File: config.mk
export PLATFORM = sky130hd
export DESIGN_NAME = j11_mem_arb
export DESIGN_NICKNAME = d
export VERILOG_FILES = /design/src/rtl/j11_mem_arb.sv
export SDC_FILE = /design/constraint.sdc
export NUM_CORES = 1
export LEC_CHECK = 0
export ABC_AREA = 0
export BUFFER_PORTS_ARGS = -buffer_cell sky130_fd_sc_hd__buf_4
export CAP_MARGIN = 10
export CORE_MARGIN = 5
export CORE_UTILIZATION = 45
export CTS_BUF_LIST = sky130_fd_sc_hd__clkbuf_4
export CTS_CLUSTER_SIZE = 28
export DETAILED_ROUTE_END_ITERATION = 16
export PLACE_DENSITY_LB_ADDON = 0.1
export SETUP_SLACK_MARGIN = 0.02
export SYNTH_ARGS = -nofsm -noshare
export SYNTH_HDL_FRONTEND = slang
export SYNTH_SLANG_ARGS = --single-unit
export TNS_END_PERCENT = 30
File: constraint.sdc
create_clock -name clk_i -period 2.1 [get_ports clk_i]
set_input_delay 0.21 -clock clk_i [delete_from_list [all_inputs] [get_ports clk_i]]
set_output_delay 0.21 -clock clk_i [all_outputs]
set_load 0.02 [all_outputs]
File: src/rtl/j11_mem_arb.sv
// j11_mem_arb: two-port round-robin arbiter in front of the single downstream memory bus.
//
// Port A (CPU memory path) and port B (DMA/peripheral master) each present a level request
// that is held until the port sees its ack or err pulse. The winning request is registered
// onto the dmem bus one clock after it is first sampled. The bus cycle is held until dmemack,
// or until TIMEOUT clocks pass without an answer (non-existent memory). In that case the
// granted port gets an err pulse instead of an ack pulse.
//
// Ports
//   clk_i, rstn_i                   clock, synchronous active-low reset
//   areq_i/awr_i/aaddr_i/awdata_i   port A request, direction, address, write data
//   aack_o/aerr_o/ardata_o          port A completion pulse, timeout pulse, read data
//   breq_i ... brdata_o             same for port B
//   dmemreq_o/dmemwr_o/dmemaddr_o/dmemwdata_o   registered bus request fields
//   dmemack_i/dmemrdata_i           bus completion pulse and read data
//
// Parameter
//   TIMEOUT  clocks of unanswered dmemreq before abort; 0 disables the timeout
module j11_mem_arb #(
    parameter int unsigned TIMEOUT = 255
) (
    input  logic        clk_i,
    input  logic        rstn_i,
    input  logic        areq_i,
    input  logic        awr_i,
    input  logic [21:0] aaddr_i,
    input  logic [15:0] awdata_i,
    output logic        aack_o,
    output logic        aerr_o,
    output logic [15:0] ardata_o,
    input  logic        breq_i,
    input  logic        bwr_i,
    input  logic [21:0] baddr_i,
    input  logic [15:0] bwdata_i,
    output logic        back_o,
    output logic        berr_o,
    output logic [15:0] brdata_o,
    output logic        dmemreq_o,
    output logic        dmemwr_o,
    output logic [21:0] dmemaddr_o,
    output logic [15:0] dmemwdata_o,
    input  logic        dmemack_i,
    input  logic [15:0] dmemrdata_i
);

    localparam int unsigned CW = (TIMEOUT == 32'd0) ? 1 : $clog2(TIMEOUT + 32'd1);
    localparam logic [CW-1:0] CNT_LAST = CW'((TIMEOUT == 32'd0) ? 32'd0 : (TIMEOUT - 32'd1));
    localparam logic [CW-1:0] CNT_MAX  = {CW{1'b1}};

    typedef enum logic [1:0] {
        ST_IDLE = 2'd0,
        ST_BUSA = 2'd1,
        ST_BUSB = 2'd2,
        ST_DONE = 2'd3
    } state_e;

    state_e        state_q, state_d;
    logic          prio_q, prio_d;          // 0: A wins a tie, 1: B wins a tie
    logic [CW-1:0] cnt_q, cnt_d;
    logic          dmemreq_q, dmemreq_d;
    logic          dmemwr_q, dmemwr_d;
    logic [21:0]   dmemaddr_q, dmemaddr_d;
    logic [15:0]   dmemwdata_q, dmemwdata_d;
    logic          aack_q, aack_d, aerr_q, aerr_d;
    logic          back_q, back_d, berr_q, berr_d;
    logic [15:0]   ardata_q, ardata_d, brdata_q, brdata_d;
    logic          grant_b_s;
    logic          tmo_hit_s;

    // Timeout fires on the last counted clock; disabled entirely when TIMEOUT is 0.
    always_comb begin
        tmo_hit_s = (TIMEOUT != 32'd0) && (cnt_q == CNT_LAST);
    end

    // Next-state, arbitration and bus/response register inputs.
    always_comb begin
        state_d     = state_q;
        prio_d      = prio_q;
        cnt_d       = cnt_q;
        dmemreq_d   = dmemreq_q;
        dmemwr_d    = dmemwr_q;
        dmemaddr_d  = dmemaddr_q;
        dmemwdata_d = dmemwdata_q;
        ardata_d    = ardata_q;
        brdata_d    = brdata_q;
        aack_d      = 1'b0;
        aerr_d      = 1'b0;
        back_d      = 1'b0;
        berr_d      = 1'b0;
        grant_b_s   = 1'b0;

        case (state_q)
            ST_IDLE: begin
                if (areq_i || breq_i) begin
                    // B wins when it is alone, or when both ask and B holds priority.
                    grant_b_s   = breq_i && (!areq_i || prio_q);
                    dmemreq_d   = 1'b1;
                    dmemwr_d    = grant_b_s ? bwr_i    : awr_i;
                    dmemaddr_d  = grant_b_s ? baddr_i  : aaddr_i;
                    dmemwdata_d = grant_b_s ? bwdata_i : awdata_i;
                    cnt_d       = {CW{1'b0}};
                    state_d     = grant_b_s ? ST_BUSB : ST_BUSA;
                end else begin
                    state_d = ST_IDLE;
                end
            end
            ST_BUSA, ST_BUSB: begin
                if (dmemack_i) begin
                    dmemreq_d = 1'b0;
                    state_d   = ST_DONE;
                    if (state_q == ST_BUSB) begin
                        back_d   = 1'b1;
                        brdata_d = dmemrdata_i;
                        prio_d   = 1'b0;
                    end else begin
                        aack_d   = 1'b1;
                        ardata_d = dmemrdata_i;
                        prio_d   = 1'b1;
                    end
                end else if (tmo_hit_s) begin
                    dmemreq_d = 1'b0;
                    state_d   = ST_DONE;
                    if (state_q == ST_BUSB) begin
                        berr_d = 1'b1;
                        prio_d = 1'b0;
                    end else begin
                        aerr_d = 1'b1;
                        prio_d = 1'b1;
                    end
                end else begin
                    // Saturate rather than wrap so a disabled timeout never aliases.
                    if (cnt_q != CNT_MAX) begin
                        cnt_d = cnt_q + CW'(1);
                    end else begin
                        cnt_d = cnt_q;
                    end
                end
            end
            ST_DONE: begin
                state_d = ST_IDLE;
            end
            default: begin
                state_d   = ST_IDLE;
                dmemreq_d = 1'b0;
            end
        endcase
    end

    // State and output registers with synchronous active-low reset.
    always_ff @(posedge clk_i) begin
        if (!rstn_i) begin
            state_q     <= ST_IDLE;
            prio_q      <= 1'b0;
            cnt_q       <= {CW{1'b0}};
            dmemreq_q   <= 1'b0;
            dmemwr_q    <= 1'b0;
            dmemaddr_q  <= 22'd0;
            dmemwdata_q <= 16'd0;
            aack_q      <= 1'b0;
            aerr_q      <= 1'b0;
            back_q      <= 1'b0;
            berr_q      <= 1'b0;
            ardata_q    <= 16'd0;
            brdata_q    <= 16'd0;
        end else begin
            state_q     <= state_d;
            prio_q      <= prio_d;
            cnt_q       <= cnt_d;
            dmemreq_q   <= dmemreq_d;
            dmemwr_q    <= dmemwr_d;
            dmemaddr_q  <= dmemaddr_d;
            dmemwdata_q <= dmemwdata_d;
            aack_q      <= aack_d;
            aerr_q      <= aerr_d;
            back_q      <= back_d;
            berr_q      <= berr_d;
            ardata_q    <= ardata_d;
            brdata_q    <= brdata_d;
        end
    end

    assign dmemreq_o   = dmemreq_q;
    assign dmemwr_o    = dmemwr_q;
    assign dmemaddr_o  = dmemaddr_q;
    assign dmemwdata_o = dmemwdata_q;
    assign aack_o      = aack_q;
    assign aerr_o      = aerr_q;
    assign ardata_o    = ardata_q;
    assign back_o      = back_q;
    assign berr_o      = berr_q;
    assign brdata_o    = brdata_q;

endmodule
Word level (Yosys, flattened, before mapping)
Index checks and enable logic that the tools add are counted.
{ "classes": {"n_eq_ne": 10, "addsub": 1, "bitwise": 4, "n_reduce_logical": 16, "mux": 21} }
{ "ops": {"columns": ["op", "n"], "rows": [
  ["$mux 8", 4],
  ["$mux 22", 1],
  ["$mux 16", 1],
  ["$pmux 8 s2", 1],
  ["$reduce_and 3->1", 4],
  ["$add 8x1->8 const B", 1],
  ["$eq 8x8->1 const B", 1],
  ["$mux 1", 8],
  ["$mux 2", 4],
  ["$ne 2x2->1 const B", 4],
  ["$ne 8x8->1 const B", 1],
  ["$pmux 2 s3", 1],
  ["$reduce_and 5->1", 1],
  ["$eq 2x2->1 const B", 2],
  ["$not 1->1", 4],
  ["$reduce_and 2->1", 2],
  ["$reduce_bool 2->1", 2],
  ["$reduce_or 4->1", 1],
  ["$ne 3x3->1 const B", 1],
  ["$eq 2x1->1 const B", 1],
  ["$logic_not 2->1", 1],
  ["$logic_or 1x1->1", 2],
  ["$pmux 1 s2", 1],
  ["$reduce_or 2->1", 1],
  ["2 further kinds", 2]
]} }
{ "word_totals": {"register_bits": 87, "out_inout_bits": 76, "in_bits": 99, "word_cells": 65} }

Longest topological paths before layout
Gate-level depths: netlist (run 1).
{ "logic_depth": {"word_depth": 6, "depth_mapped": 8, "depth_no_buf": 6} }

Least setup slack after synthesis (run 1)
OpenSTA, ideal clock, no wires.
{ "synth_path": {"path_type": "reg-to-reg", "startpoint": "register cnt_q[0]", "endpoint": "register cnt_q[5]", "slack_ns": 0.364, "t_required_ns": 1.970, "path_buffers": 1, "arrival_time_ns": 1.606, "period_less_slack_ns": 1.736, "stages_incl_launch_ff": 8, "setup_ns": 0.130, "path_cell_list": "dfxtp_1 -> inv_1 -> ha_1 -> o211a_1 -> a211oi_4 -> or3_1 -> buf_6 -> a31oi_2"} }
{ "synth_via": {"elab_chain_cells": 5, "elab_cells_between_ends": 10, "cone_classes": "add/sub (1); eq/ne (4); mux (4); reduce/logical (1)"} }
{ "synth_lines": {"columns": ["item", "line_no", "text"], "rows": [
  ["from (decl)", "59", "logic [CW-1:0] cnt_q, cnt_d;"],
  ["from (signal assigned)", "154", "cnt_q <= {CW{1'b0}};"],
  ["from (signal assigned)", "168", "cnt_q <= cnt_d;"],
  ["$add 8x1->8", "133", "cnt_d = cnt_q + CW'(1);"],
  ["$mux 8", "132", "if (cnt_q != CNT_MAX) begin"],
  ["$mux 8", "120", "end else if (tmo_hit_s) begin"],
  ["$mux 8", "108", "if (dmemack_i) begin"],
  ["$pmux 8 s2", "92", "case (state_q)"]
]} }
Parallel ways exist; a longest one is shown, timed or not. The select of a mux whose other input is x is not followed.
A chain may end at the register's enable or synchronous reset.

Worst setup path in the final report (run 1)
{ "layout_path": {"startpoint": "register cnt_q[0]", "endpoint": "register cnt_q[6]"} }
The elaborated chain is that of the path after synthesis.

==> flow_metrics.py, run 1 <==
metrics = {
    "run_status": {
        "outcome": "completed",
    },
    "floorplanning": {
        "start_util": 0.453,
        "die_h_um": 100,
        "dieArea_sq_um": 10100,
        "coreArea_sq_um": 8090,
        "num_rows": 33,
        "die_w_um": 100,
        "ios": 175,
    },
    "detailed_routing": {
        "drt_iter0_drc": 91,
        "wl_per_cell_um": 14.6,
        "routed-via-count": 3496,
        "routed_wl_um": 9950,
        "via_per_inst": 5.12,
        "antenna_left": 0,
        "drt_first_pass_iters": 5,
        "drc": 0,
    },
    "clocking": {
        "path_clk_slew_ns": 0.15,
        "numCtsBuffers": 9,
        "ctsResizeCount": 0,
        "clock_path_buffers": 2,
        "postCtsSetupRepairBufs": 0,
        "postCtsHoldBufs": 0,
        "clock_latency_ns": 0.40,
        "clock_sinks": 87,
        "cts_root_buf": "clkbuf_4",
        "htreeDepth": 3,
        "cts_tree": "done",
    },
    "finish": {
        "drive_above_1_share": 0.369,
        "fillCellCount": 710,
        "finish.instance_area_sq_um": 5230,
        "final_cells": 683,
        "fin_nets": 676,
        "multi_input_area_sq_um": 1760,
        "syn2layout_area_growth_pct": 42.7,
        "diodes": 0,
        "seq_area_sq_um": 1740,
    },
    "timing": {
        "worst_slack_ns": 0.195,
        "timing.final.crit_share": 0.907,
        "fmax_mhz": 525,
        "hold_viol": 0,
        "holdWs_ns": 0.0413,
        "drv_slew": 0,
        "final.setup_skew_ns": 0.0174,
        "rsz0062_at_grt": "false",
        "maxSlewHeadroom": 0.578,
        "finalCriticalPeriod_ns": 1.91,
        "finalSetupTns_ns": 0,
        "worst_pin_slew_ns": 0.634,
        "finalSetupViolations": 0,
    },
    "power": {
        "net-switching-power_mw": 2.29,
        "p_int_mw": 3.61,
        "peakVddDrop_uv": 496,
        "power.leakage_nw": 2.43,
        "clockPowerShare": 0.185,
        "p_sw_frac": 0.388,
        "seq_power_share": 0.376,
        "combPwrFrac": 0.439,
        "power_density_nw_per_um2": 1130,
    },
    "setup_path": {
        "crit_family": "compound AO/OA/AOI/OAI gates",
        "worst-path-buf-inv": 1,
        "start_kind": "flop",
        "cp_slowest_cell": "dfxtp_1",
        "crit_chain": "inv_1 > ha_1 > o211a_1 > a211oi_4 > or3_1 > a31oi_2",
        "cp_max_fo": 7,
        "endpoint_kind": "flop",
        "startpoint": "cnt_q[0]",
        "slowest_delay_ns": 0.42,
        "path_class": "reg2reg",
        "timing.rr.start": "cnt_q[0]",
        "crit_required_ns": 2.39,
        "cp.arrival_ns": 2.19,
    },
    "grt": {
        "grt_use_met3": 0.0646,
        "grt_usage": 0.194,
        "grt_max_degree": 80,
        "grt_busiest_layer": "met2",
        "use_met1": 0.237,
        "grt_remaining_overflow": 0,
        "grt_pass1_wl_um": 15900,
        "grt_pass1_vias": 3352,
        "grt_use_met2": 0.326,
        "grt_antenna_before_repair": 0,
    },
    "min_path": {
        "hp-start": "dmemrdata_i[6]",
        "worstHoldPathType": "in2reg",
    },
    "synthesis": {
        "syn_inst": 412,
        "synth_edf_count": 0,
        "synth_nets": 515,
        "syn_avg_cell_area_sq_um": 8.90,
        "yosys_warnings": 0,
        "ys.flop_type": "dfxtp_1",
        "synth_area_sq_um": 3670,
        "ys_ff_latch": 87,
        "yosysSeqAreaShare": 0.475,
        "synth-async-reset-ratio": 0,
        "synth_cell_types": 36,
    },
    "placed_design": {
        "port_buffers": 174,
        "place.gp.congestion": 0.866,
        "place_ws_ns": 0.205,
        "dp_cells": 667,
        "dp_hpwl_um": 7510,
        "placed_area_sq_um": 5060,
    },
    "job": {
        "maxCapViolCount": 0,
    },
}
layer usage:
metal / wire length [um] / vias up
met4: 70 / 0
li1: - / 1773
met1: 3910 / 1559
met2: 4930 / 154
met3: 1040 / 10
met5: 0 / -
cells in the mapped netlist (4+ instances only):
cell type,instances,area (sq um)
dfxtp_1,87,1740
nand2_1,71,267
nor2_1,47,176
a211oi_1,42,315
mux2i_1,40,400
a21oi_1,35,175
clkbuf_1,19,71.3
buf_2,11,55.1
inv_1,8,30.0
a31oi_1,6,37.5
a31oi_2,4,50.1
and3_1,4,25.0
ha_1,4,50.1
state kept, by name, indices dropped and copies added (netlist names), 2 cells and up:
name	flops
dmemwdata_o	16
state_q	2
ardata_o	16
brdata_o	16
cnt_q	8
dmemaddr_o	22
power by group through the flow:
stage / Combinational [mW] / Sequential [mW] / Clock (mW)
2_1_floorplan: 1.22 / 2.65 / 0
3_3_place_gp: 2.57 / 2.24 / 0
3_5_place_dp: 2.62 / 2.26 / 0
4_1_cts: 2.63 / 2.22 / 1.12
5_1_grt: 2.83 / 2.27 / 1.21
6_report: 2.59 / 2.22 / 1.09
cell usage in the layout (no fill, tap or decap), drive strengths merged, types with 2 or more instances in the layout:
cell / instances
nand4: 2
clkbuf: 9
nor3: 2
or2: 3
buf: 181
clkinvlp: 2
mux2i: 40
nor4: 3
and3: 4
o21ai: 3
ha: 4
inv: 11
nand2b: 2
bufinv: 2
nand2: 71
nor2: 47
a21oi: 35
o22ai: 2
a211oi: 43
a31oi: 10
nand3: 2
dfxtp: 87
worst register-to-register path: stages, from the launching register on:
cell and delay [ns]:
dfxtp_1 0.42, inv_1 0.10, ha_1 0.27, o211a_1 0.26
a211oi_4 0.24, or3_1 0.37, a31oi_2 0.14
cell families (layout without fill, tap and decap cells):
kind of cell | Yosys count | count (layout) | synth area share
AND/OR/NAND/NOR | 144 | 144 | 0.171
AO/OA/AOI/OAI | 98 | 98 | 0.186
multiplexers | 40 | 40 | 0.109
buffers and inverters | 39 | 205 | 0.0457
flip-flops | 87 | 87 | 0.475
adder cells (fa/ha/maj) | 4 | 4 | 0.0136
stage by stage:
step,total power [mW],utilization
floorplan,3.87,-
global placement,4.81,0.625
detailed placement,4.88,0.625
finish,5.90,0.647
CTS,5.98,0.647
global route,6.30,0.647
area by class of cell:
class                   instances  area share
clock buffers                   9      0.0129
clock inverters                 7      0.0198
inverters                       8     0.00574
multi-input cells             286       0.337
flip-flops and latches         87       0.333
well taps                     105      0.0251
repair buffers                181       0.267
worst paths after layout:
check           endpoint  slack (ns)  cells past startpoint
max reg2reg     cnt_q[6]        0.19                      6
max             cnt_q[6]        0.19                      6
min reg2reg  ardata_o[3]        0.47                      2
min          brdata_o[6]        0.04                      3
Note: power is estimated with default switching activity, not from simulation.
==> run 2: changes to the inputs <==
- clock period: 2.1 -> 2.35 ns (I/O delays scaled with it)
==> run 2 against run 1 <==
  * Global-route usage down 0.48 points
  * Sequential share of layout area up 0.37 points
  * Power down 15%
  * Register-to-register slack better by 0.08 ns
  * Flip-flop and latch count unchanged
  * Critical path type unchanged
  * Largest power group unchanged
==> flow_metrics.py, run 2 (synthesized netlist as in run 1, its figures left out) <==
metrics = {
    "setup_path": {
        "endpoint_kind": "flop",
        "cp_max_fo": 7,
        "cp.arrival_ns": 2.38,
        "start_kind": "flop",
        "path_class": "reg2reg",
        "crit_required_ns": 2.65,
    },
    "detailed_routing": {
        "drc": 0,
        "antenna_left": 0,
        "drt_first_pass_iters": 5,
        "drt_iter0_drc": 81,
        "via_per_inst": 5.01,
        "routed_wl_um": 9730,
        "routed-via-count": 3414,
        "wl_per_cell_um": 14.3,
    },
    "power": {
        "clockPowerShare": 0.156,
        "seq_power_share": 0.395,
        "power.leakage_nw": 2.40,
        "power_density_nw_per_um2": 971,
        "p_sw_frac": 0.407,
        "net-switching-power_mw": 2.05,
        "combPwrFrac": 0.448,
        "peakVddDrop_uv": 518,
        "p_int_mw": 2.98,
    },
    "timing": {
        "finalSetupViolations": 0,
        "worst_pin_slew_ns": 0.779,
        "worst_slack_ns": 0.272,
        "drv_slew": 0,
        "maxSlewHeadroom": 0.480,
        "fmax_mhz": 481,
        "finalCriticalPeriod_ns": 2.08,
        "timing.final.crit_share": 0.884,
        "hold_viol": 0,
        "rsz0062_at_grt": "false",
        "finalSetupTns_ns": 0,
        "final.setup_skew_ns": 0.0204,
    },
    "clocking": {
        "ctsResizeCount": 0,
        "htreeDepth": 3,
        "clock_path_buffers": 2,
        "cts_tree": "done",
        "cts_root_buf": "clkbuf_4",
        "numCtsBuffers": 9,
        "clock_latency_ns": 0.42,
        "clock_sinks": 87,
        "path_clk_slew_ns": 0.15,
    },
    "placed_design": {
        "dp_hpwl_um": 7400,
        "place_ws_ns": 0.317,
        "port_buffers": 174,
        "placed_area_sq_um": 5020,
        "dp_cells": 663,
        "place.gp.congestion": 0.839,
    },
    "finish": {
        "layout.cells.most_common": "buf_4",
        "diodes": 0,
        "largest_reg_flops": 22,
        "syn2layout_area_growth_pct": 41.1,
        "fin_nets": 674,
        "finish.instance_area_sq_um": 5170,
        "final_util": 0.639,
        "layout_common_cells": "buf_4, dfxtp_1, nand2_1, nor2_1, a211oi_1",
        "final_cells": 681,
        "drive_above_1_share": 0.363,
    },
    "floorplanning": {
        "die_h_um": 100,
        "coreArea_sq_um": 8090,
        "start_util": 0.453,
        "num_rows": 33,
        "dieArea_sq_um": 10100,
        "ios": 175,
        "die_w_um": 100,
    },
    "run_status": {
        "outcome": "completed",
    },
    "grt": {
        "grt_remaining_overflow": 0,
        "grt_usage": 0.190,
        "grt_pass1_wl_um": 15300,
        "grt_pass1_vias": 3228,
        "grt_max_degree": 80,
        "grt_antenna_before_repair": 0,
    },
    "min_path": {
        "worstHoldPathType": "in2reg",
    },
    "job": {
        "maxCapViolCount": 0,
    },
}
[run 2: changes by cell type in the layout (fill, tap and decap cells not counted), sizes merged]
cell / previous run / this run
buf: 181 / 177
clkinv: 0 / 3
bufinv: 2 / 0
dlygate4sd3: 0 / 2
inv: 11 / 10
[run 2: final cells by class]
cell class              count  area (sq um)
repair buffers            179          1370
multi-input cells         286          1760
clock inverters             7          68.8
fillers                   697          2920
flip-flops and latches     87          1740
clock buffers               9          67.6
inverters                   8          30.0
well taps                 105           131
[run 2: per-layer routing]
| metal | share of wire | up-vias | wire, um | GRT usage |
|---|---|---|---|---|
| li1 | - | 1763 | - | - |
| met1 | 0.41 | 1500 | 3960 | 0.229 |
| met2 | 0.48 | 143 | 4640 | 0.309 |
| met3 | 0.10 | 8 | 984 | 0.0737 |
| met4 | 0.015 | 0 | 150 | 0.0653 |
| met5 | 0 | - | 0 | 0 |
[run 2: path summary, 6_finish.rpt]
check	startpoint	end	slack, ns	cells past startpoint
setup / recovery	cnt_q[0]	cnt_q[4]	0.27	6
hold / removal	dmemrdata_i[7]	brdata_o[7]	0.05	3
setup reg to reg	cnt_q[0]	cnt_q[4]	0.27	6
hold reg to reg	brdata_o[7]	brdata_o[7]	0.47	2
[run 2: critical path, stage by stage, from the launching register on]
cell      delay [ns]
dfxtp_1         0.43
inv_1           0.10
ha_1            0.27
o211a_1         0.26
a211oi_4        0.39
or3_1           0.39
a31oi_2         0.13
[run 2: timing repair]
item                                   CTS  global route
buffers inserted                         0             0
hold buffers                             0             2
endpoints found under the hold margin    0             2
[run 2: power by group through the flow]
stage / clock network, mW / logic (mW) / registers, mW
floorplan: 0 / 1.09 / 2.37
global placement: 0 / 2.25 / 2.01
detailed placement: 0 / 2.28 / 2.02
CTS: 0.818 / 2.28 / 1.99
global route: 0.884 / 2.47 / 2.03
finish: 0.787 / 2.25 / 1.99
[run 2: stage by stage]
step,hold WS [ns],power [mW]
floorplan,0.371,3.46
global placement,0.442,4.26
finish,0.0490,5.03
global route,0.00628,5.39
detailed placement,0.449,4.30
CTS,0.0185,5.09
==> run 3: changes to the inputs <==
--- a/config.mk
+++ b/config.mk
@@ -11,3 +11,3 @@
 export CORE_MARGIN = 5
-export CORE_UTILIZATION = 45
+export CORE_UTILIZATION = 52
 export CTS_BUF_LIST = sky130_fd_sc_hd__clkbuf_4
@@ -15,2 +15,3 @@
 export DETAILED_ROUTE_END_ITERATION = 16
+export GPL_TIMING_DRIVEN = 1
 export PLACE_DENSITY_LB_ADDON = 0.1
==> constraint.sdc (replaced) <==
create_clock -name clk_i -period 2.35 [get_ports clk_i]
set_input_delay 0.1175 -clock clk_i [delete_from_list [all_inputs] [get_ports clk_i]]
set_output_delay 0.1175 -clock clk_i [all_outputs]
set_load 0.02 [all_outputs]
==> run 3 against run 2 <==
  * Critical path depth is the same
  * Critical endpoint is now cnt_q[3]
  * Clock skew shrank 0.0011 ns
  * Core utilization grew 15 points
  * Worst hold slack lost 0.0086 ns
  * Largest cell class unchanged
  * Setup slack gained 0.031 ns
  * Largest power group unchanged
  * Cell count grew 1.6%
  * Power grew 3.5%
  * Via count grew 3.2%
  * Non-clock buffer count grew 19
==> flow_metrics.py, run 3 (synthesized netlist as in run 1, its figures left out) <==
metrics = {
    "setup_path": {
        "startpoint": "cnt_q[0]",
        "endpoint_kind": "flop",
        "cp_max_fo": 7,
        "start_kind": "flop",
        "timing.rr.start": "cnt_q[0]",
        "ff2ff_path_depth": 6,
        "r2r-end": "cnt_q[3]",
        "crit_required_ns": 2.65,
        "r2r_slack_ns": 0.30,
        "cp.arrival_ns": 2.35,
        "path_class": "reg2reg",
    },
    "clocking": {
        "cts_tree": "done",
        "postCtsSetupRepairBufs": 0,
        "numCtsBuffers": 9,
        "path_clk_slew_ns": 0.14,
        "clock_sinks": 87,
        "clock_latency_ns": 0.41,
        "htreeDepth": 3,
        "clock_path_buffers": 2,
        "cts_root_buf": "clkbuf_4",
    },
    "floorplanning": {
        "start_util": 0.537,
        "dieArea_sq_um": 8830,
        "num_rows": 30,
        "die_w_um": 94.0,
        "die_h_um": 94.0,
        "ios": 175,
        "coreArea_sq_um": 6830,
    },
    "placed_design": {
        "placed_area_sq_um": 5000,
        "place_ws_ns": 0.316,
        "place.gp.congestion": 0.886,
        "port_buffers": 174,
        "dp_hpwl_um": 7380,
    },
    "grt": {
        "grt_max_degree": 49,
        "grt_pass1_wl_um": 16100,
        "grt_usage": 0.227,
        "grt_remaining_overflow": 0,
        "grt_pass1_vias": 3497,
        "grt_antenna_before_repair": 0,
    },
    "finish": {
        "multi_input_area_sq_um": 1760,
        "finish.instance_area_sq_um": 5370,
        "seq_area_sq_um": 1740,
        "layout.cells.most_common": "buf_4",
        "largest_reg_flops": 22,
        "fillCellCount": 473,
        "drive_above_1_share": 0.353,
        "syn2layout_area_growth_pct": 46.4,
        "fin_nets": 693,
        "layout_common_cells": "buf_4, dfxtp_1, nand2_1, nor2_1, a211oi_1",
    },
    "run_status": {
        "outcome": "completed",
    },
    "timing": {
        "maxSlewHeadroom": 0.555,
        "timing.final.crit_share": 0.871,
        "worst_slack_ns": 0.303,
        "final.setup_skew_ns": 0.0193,
        "rsz0062_at_grt": "false",
        "finalSetupTns_ns": 0,
        "fmax_mhz": 489,
        "worst_pin_slew_ns": 0.666,
        "finalCriticalPeriod_ns": 2.05,
        "finalSetupViolations": 0,
        "drv_slew": 0,
        "hold_viol": 0,
    },
    "detailed_routing": {
        "routed-via-count": 3524,
        "routed_wl_um": 10000,
        "drt_first_pass_iters": 4,
        "antenna_left": 0,
        "drc": 0,
        "wl_per_cell_um": 14.5,
        "drt_iter0_drc": 128,
        "via_per_inst": 5.09,
    },
    "power": {
        "power_density_nw_per_um2": 970,
        "power.leakage_nw": 2.49,
        "peakVddDrop_uv": 465,
        "p_total_mw": 5.21,
    },
    "min_path": {
        "hp-start": "bwdata_i[12]",
        "hold_depth": 3,
        "worstHoldPathType": "in2reg",
        "holdPathEnd": "dmemwdata_o[12]",
    },
    "job": {
        "maxCapViolCount": 0,
    },
}
run 3: power by group:
part / internal (mW) / leakage, nW / total, mW / switching [mW]
sequential: 1.81 / 0.714 / 1.99 / 0.179
combinational: 0.942 / 1.70 / 2.29 / 1.34
clock: 0.433 / 0.0786 / 0.933 / 0.500
run 3: cell type report:
cell class	instances	area share
Timing Repair Buffer	198	0.289
Inverter	8	0.00559
Antenna cell	1	0.000466
Tap cell	96	0.0224
Clock buffer	9	0.0126
Sequential cell	87	0.324
Multi-Input combinational cell	286	0.328
Clock inverter	7	0.0179
run 3: how the worst max path moves through the flow:
stage | end | slack, ns | depth (start not counted)
after floorplan | cnt_q[5] | 0.61 | 7
after global placement | cnt_q[4] | 0.39 | 6
after detailed placement | cnt_q[3] | 0.32 | 6
after CTS | cnt_q[3] | 0.30 | 6
after global routing | cnt_q[3] | 0.14 | 6
final | cnt_q[3] | 0.30 | 6
run 3: stage by stage:
stage          std cells  hold slack, ns   util
2_1_floorplan        412           0.254      -
3_5_place_dp         655           0.354  0.732
5_1_grt              691          0.0253  0.786
4_1_cts              691          0.0171  0.786
3_3_place_gp         655           0.353  0.732
6_report             692          0.0404  0.786
run 3: per-layer routing:
metal	wire, um	GRT usage
met1	4170	0.281
met4	225	0.0987
met3	907	0.0697
met5	0	0
met2	4730	0.364
run 3: timing repair:
| item | in CTS | in global routing |
|---|---|---|
| resized for setup | 0 | 0 |
| endpoints found under the hold margin | 35 | 0 |
| hold buffers | 20 | 0 |
run 3: critical path: stages, from the launching register on:
cell and delay [ns]:
dfxtp_1 0.43, inv_1 0.09, ha_1 0.25, o211a_1 0.25, a211oi_4 0.40, or3_1 0.38
a31oi_2 0.13
